### src/rtl/sync_arith_pkg.sv
// Shared opcode encoding and status-bit layout for the registered arithmetic unit.
package sync_arith_pkg;
  typedef enum logic [1:0] {
    OP_MUL = 2'd0,
    OP_LT  = 2'd1,
    OP_SHR = 2'd2,
    OP_SM  = 2'd3
  } op_e;

  localparam int STATUS_W = 4;
  localparam int ST_ERR   = 3;
  localparam int ST_ZERO  = 2;
  localparam int ST_NEG   = 1;
  localparam int ST_ODD   = 0;
endpackage

### src/rtl/sync_arith_if.sv
// Operand/opcode request and registered result/status bundle.
interface sync_arith_if
  import sync_arith_pkg::*;
#(
  parameter int N = 2,
  parameter int M = 4
);
  logic [N-1:0]        i_op;
  logic [M-1:0]        i_arg_A;
  logic [M-1:0]        i_arg_B;
  logic [M-1:0]        o_result;
  logic [STATUS_W-1:0] o_status;

  modport master (output i_op, i_arg_A, i_arg_B, input  o_result, o_status);
  modport slave  (input  i_op, i_arg_A, i_arg_B, output o_result, o_status);
endinterface

### src/rtl/sync_arith_core.sv
// Combinational datapath: MUL / LT / SHR / sign-magnitude, producing result and error.
module sync_arith_core
  import sync_arith_pkg::*;
#(
  parameter int M = 4
) (
  input  op_e          op,
  input  logic [M-1:0] a,
  input  logic [M-1:0] b,
  output logic [M-1:0] res,
  output logic         err
);
  logic signed [2*M-1:0] prod;
  logic        [M-1:0]   neg_a;

  assign prod  = $signed(a) * $signed(b);
  assign neg_a = ~a + M'(1);

  always_comb begin
    res = '0;
    err = 1'b0;
    case (op)
      OP_MUL: begin
        // Product fits iff every bit above the result MSB equals its sign.
        if (prod[2*M-1:M-1] == {(M+1){prod[M-1]}}) res = prod[M-1:0];
        else                                       err = 1'b1;
      end
      OP_LT:  res = {{(M-1){1'b0}}, ($signed(a) < $signed(b))};
      OP_SHR: begin
        if (int'(b) >= M) res = {M{a[M-1]}};
        else              res = M'($signed(a) >>> b);
      end
      OP_SM: begin
        if (!a[M-1])                            res = a;
        else if (a == {1'b1, {(M-1){1'b0}}})    err = 1'b1;
        else                                    res = {1'b1, neg_a[M-2:0]};
      end
      default: ;
    endcase
  end
endmodule

### src/rtl/sync_arith_unit.sv
// Registered arithmetic unit: core datapath, flag generation, async-reset output stage.
module sync_arith_unit
  import sync_arith_pkg::*;
#(
  parameter int N = 2,
  parameter int M = 4
) (
  input  logic        i_clk,
  input  logic        i_reset,
  sync_arith_if.slave bus
);
  logic [M-1:0]        core_res;
  logic                core_err;
  logic [M-1:0]        result_d, result_q;
  logic [STATUS_W-1:0] status_d, status_q;
  logic                unused_op;

  // Opcode bits above [1:0] are don't-care.
  assign unused_op = ^bus.i_op;

  sync_arith_core #(.M(M)) u_core (
    .op  (op_e'(bus.i_op[1:0])),
    .a   (bus.i_arg_A),
    .b   (bus.i_arg_B),
    .res (core_res),
    .err (core_err)
  );

  always_comb begin
    result_d = core_res;
    status_d = '0;
    if (core_err) begin
      result_d         = '0;
      status_d[ST_ERR] = 1'b1;
    end else begin
      status_d[ST_ZERO] = (core_res == '0);
      status_d[ST_NEG]  = core_res[M-1];
      status_d[ST_ODD]  = ^core_res;
    end
  end

  always_ff @(posedge i_clk or posedge i_reset) begin
    if (i_reset) begin
      result_q <= '0;
      status_q <= '0;
    end else begin
      result_q <= result_d;
      status_q <= status_d;
    end
  end

  assign bus.o_result = result_q;
  assign bus.o_status = status_q;
endmodule

### src/flat_wrapper.sv
// flat-port wrapper written by rule: the top's interface ports become plain ports
module sync_arith_unit_flat import sync_arith_pkg::*;
#(
  parameter int N = 2,
  parameter int M = 4
)
  (i_clk, i_reset, bus_i_op, bus_i_arg_A, bus_i_arg_B, bus_o_result, bus_o_status);
  sync_arith_if #(.N(N), .M(M)) bus_i ();
  input  logic i_clk;
  input  logic i_reset;
  input wire logic [$bits(bus_i.i_op)-1:0] bus_i_op;
  input wire logic [$bits(bus_i.i_arg_A)-1:0] bus_i_arg_A;
  input wire logic [$bits(bus_i.i_arg_B)-1:0] bus_i_arg_B;
  output wire logic [$bits(bus_i.o_result)-1:0] bus_o_result;
  output wire logic [$bits(bus_i.o_status)-1:0] bus_o_status;
  assign bus_i.i_op = bus_i_op;
  assign bus_i.i_arg_A = bus_i_arg_A;
  assign bus_i.i_arg_B = bus_i_arg_B;
  assign bus_o_result = bus_i.o_result;
  assign bus_o_status = bus_i.o_status;
  sync_arith_unit #(.N(N), .M(M)) u_core (.i_clk(i_clk), .i_reset(i_reset), .bus(bus_i));
endmodule
### config.mk
export PLATFORM = sky130hd
export DESIGN_NAME = sync_arith_unit_flat
export DESIGN_NICKNAME = d
export VERILOG_FILES = /design/src/rtl/sync_arith_pkg.sv /design/src/rtl/sync_arith_if.sv /design/src/rtl/sync_arith_core.sv /design/src/rtl/sync_arith_unit.sv /design/src/flat_wrapper.sv
export SDC_FILE = /design/constraint.sdc
export NUM_CORES = 1
export LEC_CHECK = 0
export CORE_ASPECT_RATIO = 0.7
export CORE_UTILIZATION = 45
export DETAILED_ROUTE_END_ITERATION = 12
export PLACE_DENSITY_LB_ADDON = 0.3
export SETUP_SLACK_MARGIN = 0.5
export SLEW_MARGIN = 40
export SYNTH_ARGS = -nofsm -noshare
export SYNTH_HDL_FRONTEND = slang
export SYNTH_HIERARCHICAL = 1
export SYNTH_SLANG_ARGS = --single-unit
### constraint.sdc
create_clock -name i_clk -period 0.8 [get_ports i_clk]
set_input_delay 0.24 -clock i_clk [delete_from_list [all_inputs] [get_ports i_clk]]
set_output_delay 0.24 -clock i_clk [all_outputs]
set_load 0.005 [all_outputs]
# Yosys cells after proc, flatten, opt, wreduce, memory -nomap -nowiden
# Index checks and enable logic that the tools add are counted.
[op_classes] n_mul=1 magnitude_cmp=2 bitwise=1 addsub=1 reduce_logical=3 n_eq_ne=5 shifts=1 mux=12
[ops] operator="$mux 4" count=5
[ops] operator="$pmux 4 s4" count=1
[ops] operator="$mul 4x4->8" count=1
[ops] operator="$eq 2x2->1 const B" count=2
[ops] operator="$eq 4x4->1" count=1
[ops] operator="$eq 4x4->1 const B" count=1
[ops] operator="$ge 4x3->1 const B" count=1
[ops] operator="$logic_not 4->1" count=1
[ops] operator="$lt 4x4->1" count=1
[ops] operator="$mux 1" count=4
[ops] operator="$reduce_xor 4->1" count=1
[ops] operator="$sshr 4x4->4" count=1
[ops] operator="$add 3x1->3 const B" count=1
[ops] operator="$mux 3" count=1
[ops] operator="$not 3->3" count=1
[ops] operator="$eq 2x1->1 const B" count=1
[ops] operator="$logic_not 2->1" count=1
[ops] operator="$pmux 1 s2" count=1
[word_totals] elab_cells=28 input_bits=12 output_inout_bits=8 reg_bits=8

# Longest topological paths before layout
[depth] ltp_word=7 depth_mapped=20 depth_no_buf=20

# By module
# The synthesis kept the hierarchy.
[by_module_without_submodules] module="sync_arith_core" cells_each=131 instances=1 area_each_um2=1051.0 seq_area_each_um2=0.0
[by_module_without_submodules] module="sync_arith_unit" cells_each=22 instances=1 area_each_um2=262.8 seq_area_each_um2=175.2

# Worst setup path before layout
# No wires, ideal clock.
[synth_timing] path_kind="in2reg" startpoint="in bus_i_arg_B[3]" endpoint="reg u_core.status_q[0], in the netlist u_core/bus.o_status[0]" stages=19 path_slack_ps=-3657 setup_ps=124 required_ps=676 arrival_ps=4333 path_buffers=1 path_cell_list="clkbuf_1 > nand2_1 > fa_1 > fa_1 > fa_1 > inv_1 > ha_1 > inv_1 > fa_1 > nand2b_1 > o2bb2ai_1 > xnor3_2 > nor3_2 > a31oi_2 > a211oi_2 > inv_1 > ha_1 > xnor2_1 > nor2_1"
[synth_between] elab_chain_len=6 elab_cells_between_ends=12 classes_between="mul (1); order compare (2); eq/ne (1); shift (1); mux (6); reduce/logical (1)"
[synth_rtl] element="start, declared" line="flat_wrapper.sv:13" rtl="input wire logic [$bits(bus_i.i_arg_B)-1:0] bus_i_arg_B;"
[synth_rtl] element="$mul 4x4->8" line="sync_arith_core.sv:16" rtl="assign prod = $signed(a) * $signed(b);"
[synth_rtl] element="$eq 4x4->1" line="sync_arith_core.sv:25" rtl="if (prod[2*M-1:M-1] == {(M+1){prod[M-1]}}) res = prod[M-1:0];"
[synth_rtl] element="$mux 4" line="sync_arith_core.sv:25"
[synth_rtl] element="$pmux 4 s4 (*)" line="sync_arith_core.sv:22" rtl="case (op)"
[synth_rtl] element="named net u_core.core_res[0]" line="sync_arith_unit.sv:12" rtl="logic [M-1:0] core_res;"
[synth_rtl] element="$reduce_xor 4->1 (*)" line="sync_arith_unit.sv:38" rtl="status_d[ST_ODD] = ^core_res;"
[synth_rtl] element="$mux 3 (*)" line="sync_arith_unit.sv:32" rtl="if (core_err) begin"
[synth_rtl] element="named net u_core.status_d[0]" line="sync_arith_unit.sv:15" rtl="logic [STATUS_W-1:0] status_d, status_q;"
[synth_rtl] element="end signal, assigned" line="sync_arith_unit.sv:48" rtl="status_q <= status_d;"
[synth_rtl] element="end, declared" line="sync_arith_unit.sv:15"
# The timed path passes the listed nets; every way through them passes the cells marked *.

# Worst setup path in the final report
[layout_timing] startpoint="in bus_i_arg_A[0]" endpoint="reg u_core.status_q[0], in the netlist u_core/bus.o_status[0]"
[layout_between] elab_chain_len=7 elab_cells_between_ends=18 classes_between="add/sub (1); mul (1); order compare (1); eq/ne (2); shift (1); mux (10); bitwise (1); reduce/logical (1)"
[layout_rtl] element="start, declared" line="flat_wrapper.sv:12" rtl="input wire logic [$bits(bus_i.i_arg_A)-1:0] bus_i_arg_A;"
[layout_rtl] element="branches (longest 4 deep; another with $mul 4x4->8)"
[layout_rtl] element="$pmux 4 s4 (*)" line="sync_arith_core.sv:22"
[layout_rtl] element="named net u_core.core_res[0]" line="sync_arith_unit.sv:12"
[layout_rtl] element="$reduce_xor 4->1 (*)" line="sync_arith_unit.sv:38"
[layout_rtl] element="$mux 3 (*)" line="sync_arith_unit.sv:32"
[layout_rtl] element="named net u_core.status_d[0]" line="sync_arith_unit.sv:15"
# Mark *: on every way through the listed nets, which the timed path passes.

==> results.json <==
{
  "synth.largest_area_cell": "ha_1",
  "drt-pass1-iter-count": 5,
  "initial_core_util_pct": 50.4,
  "synth_cell_types": 39,
  "layout_setup_ws_ns": -3.21,
  "ys_async_sr_fraction_pct": 100,
  "numPortBuffers": 19,
  "yosys_warnings": 6,
  "cts_buffers": 3,
  "finalHoldViolations": 0,
  "place_hpwl_um": 2960,
  "peakVddDrop_mv": 0.878,
  "remaining_drc_errors": 0,
  "place_ws_ns": -3.91,
  "cts_buffer_depth": 2,
  "synth_top_area_share_pct": 24.8,
  "setup_viol": 15,
  "slew_headroom_pct": 71.1,
  "die_w_um": 66.6,
  "maxCapViolCount": 0,
  "antenna_found_initial": 0,
  "drv_slew": 0,
  "rows": 15,
  "crit_path_max_fanout": 4,
  "post_drt_wl_per_cell_um": 15.4,
  "path_clk_slew_ns": 0.04,
  "die_h_um": 47.2,
  "syn_area_mm2": 0.00131,
  "synth_seq_cells": 7,
  "place_area_mm2": 0.00186,
  "synth-edff-count": 0,
  "arrival_ns": 4.16,
  "rsz0062_at_grt": "true",
  "viasPerCell": 5.28,
  "gr-usage-all-layers_pct": 26.3,
  "antennaDiodeCount": 0,
  "nNetsFinal": 268,
  "avgSynthCellArea_um2": 8.59,
  "cellPowerDensity_mw_per_mm2": 1450,
  "cts_tree": "built",
  "coreArea_mm2": 0.00261,
  "h-tree-depth": 1,
  "drive_gt1_share_pct": 48.6,
  "fin_area_mm2": 0.00205,
  "max_freq_ghz": 0.249,
  "grt_overflow": 0,
  "drt-total-wl_um": 3910,
  "hold_path.class": "in2async",
  "via_count": 1342,
  "cts_root_buffer": "clkbuf_8",
  "netlist_top_cells_area": "ha_1 (25%), fa_1 (14%), dfrtp_1 (13%), inv_1 (8.9%), nor2_1 (4.9%)",
  "grt_pass1_vias": 1280,
  "drtIter0Drc": 72,
  "p_leak_nw": 1.07,
  "period_share_pct": 501,
  "io_pins": 20,
  "tightest_slew_ns": 0.430,
  "grt_pass1_wl_um": 5950,
  "grt_max_degree": 9,
  "ys_seq_area_share_pct": 13.3,
  "crit_type": "in2reg",
  "endpoint_kind": "flip-flop",
  "cp.required_ns": 0.95,
  "synthCells": 153,
  "die-area_mm2": 0.00314,
  "status": "complete, but fails checks",
  "start_kind": "primary input",
  "routabilityCongestion": 0.817,
  "post-route-min-period_ns": 4.01,
  "synthToLayoutAreaGrowth_pct": 56.0,
  "synth_fp_nets": 200,
  "final_antenna_net_count": 0,
  "clock-sinks": 7,
  "violations": "setup timing",
  "synth_top_flop_cell": "dfrtp_1"
}
==> logic make-up after synthesis <==
| group | count (synthesis) | share of synthesized area (%) |
|---|---|---|
| and+or+nand+nor | 38 | 14.1 |
| buffers and inverters | 36 | 11.3 |
| adders and majority gates | 35 | 38.5 |
| AOI/OAI and AO/OA | 31 | 16.6 |
| DFF | 7 | 13.3 |
| xor gates and xnor gates | 6 | 6.19 |
==> layout make-up <==
type | count | area [µm²]
clock buffers | 4 | 45.0
inverters | 32 | 130
repair buffers | 67 | 509
well taps | 34 | 42.5
multi-input cells | 110 | 1150
fillers | 159 | 559
flip-flops and latches | 7 | 175
==> cells in the mapped netlist (3+ instances only) <==
cell type	number
inv_1	31
ha_1	26
nor2_1	17
fa_1	9
nand2_1	8
dfrtp_1	7
a21oi_1	6
o21ai_0	6
a21boi_0	3
nand3_1	3
xnor2_1	3
==> per-layer routing <==
| layer | up-vias | wire length, µm | global-route usage (%) |
|---|---|---|---|
| met3 | 12 | 225 | 4.85 |
| met1 | 638 | 1690 | 33.7 |
| li1 | 638 | - | - |
| met2 | 54 | 1910 | 47.5 |
| met4 | 0 | 71 | 5.11 |
| met5 | - | 0 | 0 |
==> where the power goes <==
group	switching, mW	leakage (nW)	internal (mW)
registers	0.0181	0.0910	0.416
clock network	0.168	0.0228	0.346
logic	0.968	0.955	1.06
==> final timing paths <==
path,start,to,cells past startpoint
worst max-delay path,bus_i_arg_A[0],u_core/bus.o_status[0],20
worst min-delay path,i_reset,u_core/bus.o_status[1],2
max in group asynchronous,i_reset,u_core/bus.o_status[2],2
min in group i_clk,u_core/bus.o_status[2],bus_o_status[2],1
==> sequential cells by signal, summed over array words and instances (netlist names) <==
name                 count
u_core/bus.o_status      4
u_core/bus.o_result      3
==> critical path, stage by stage <==
cell,delay (ns)
buf_8,0.10
inv_6,0.05
nand2_4,0.04
fa_1,0.55
fa_1,0.44
fa_1,0.46
inv_2,0.08
ha_4,0.13
inv_2,0.03
fa_2,0.34
nand2b_4,0.15
o2bb2ai_2,0.11
xnor3_2,0.26
nor3_4,0.25
a31oi_4,0.08
a211oi_2,0.26
inv_2,0.09
ha_4,0.25
xnor2_2,0.12
nor2_1,0.12
==> cell usage in the layout (no fill, tap or decap), drive strengths merged, types with 4 or more instances in the layout <==
cell type / instances
buf: 62
dfrtp: 7
nor2: 17
inv: 32
o21ai: 6
a21oi: 6
clkbuf: 4
fa: 9
nand2: 9
ha: 26
==> what timing repair did <==
action | 4_1_cts | 5_1_grt
hold buffers | 0 | 0
buffers inserted | 4 | 3
resized for setup | 82 | 18
endpoints found under the setup margin | 22 | 15
pin swaps | 13 | 9
==> per-stage QoR <==
step	TNS, ns	utilization [%]	hold WS, ns	cells	power (mW)
2_1_floorplan	-20.23	-	0.0434	153	1.40
3_3_place_gp	-27.15	71.3	0.471	243	2.04
3_5_place_dp	-27.91	71.3	0.486	243	2.12
4_1_cts	-23.16	75.2	0.0261	251	2.79
5_1_grt	-24.15	78.6	0.0493	254	3.18
6_report	-22.81	78.6	0.0233	254	2.97
Note: power is estimated with default switching activity, not from simulation.
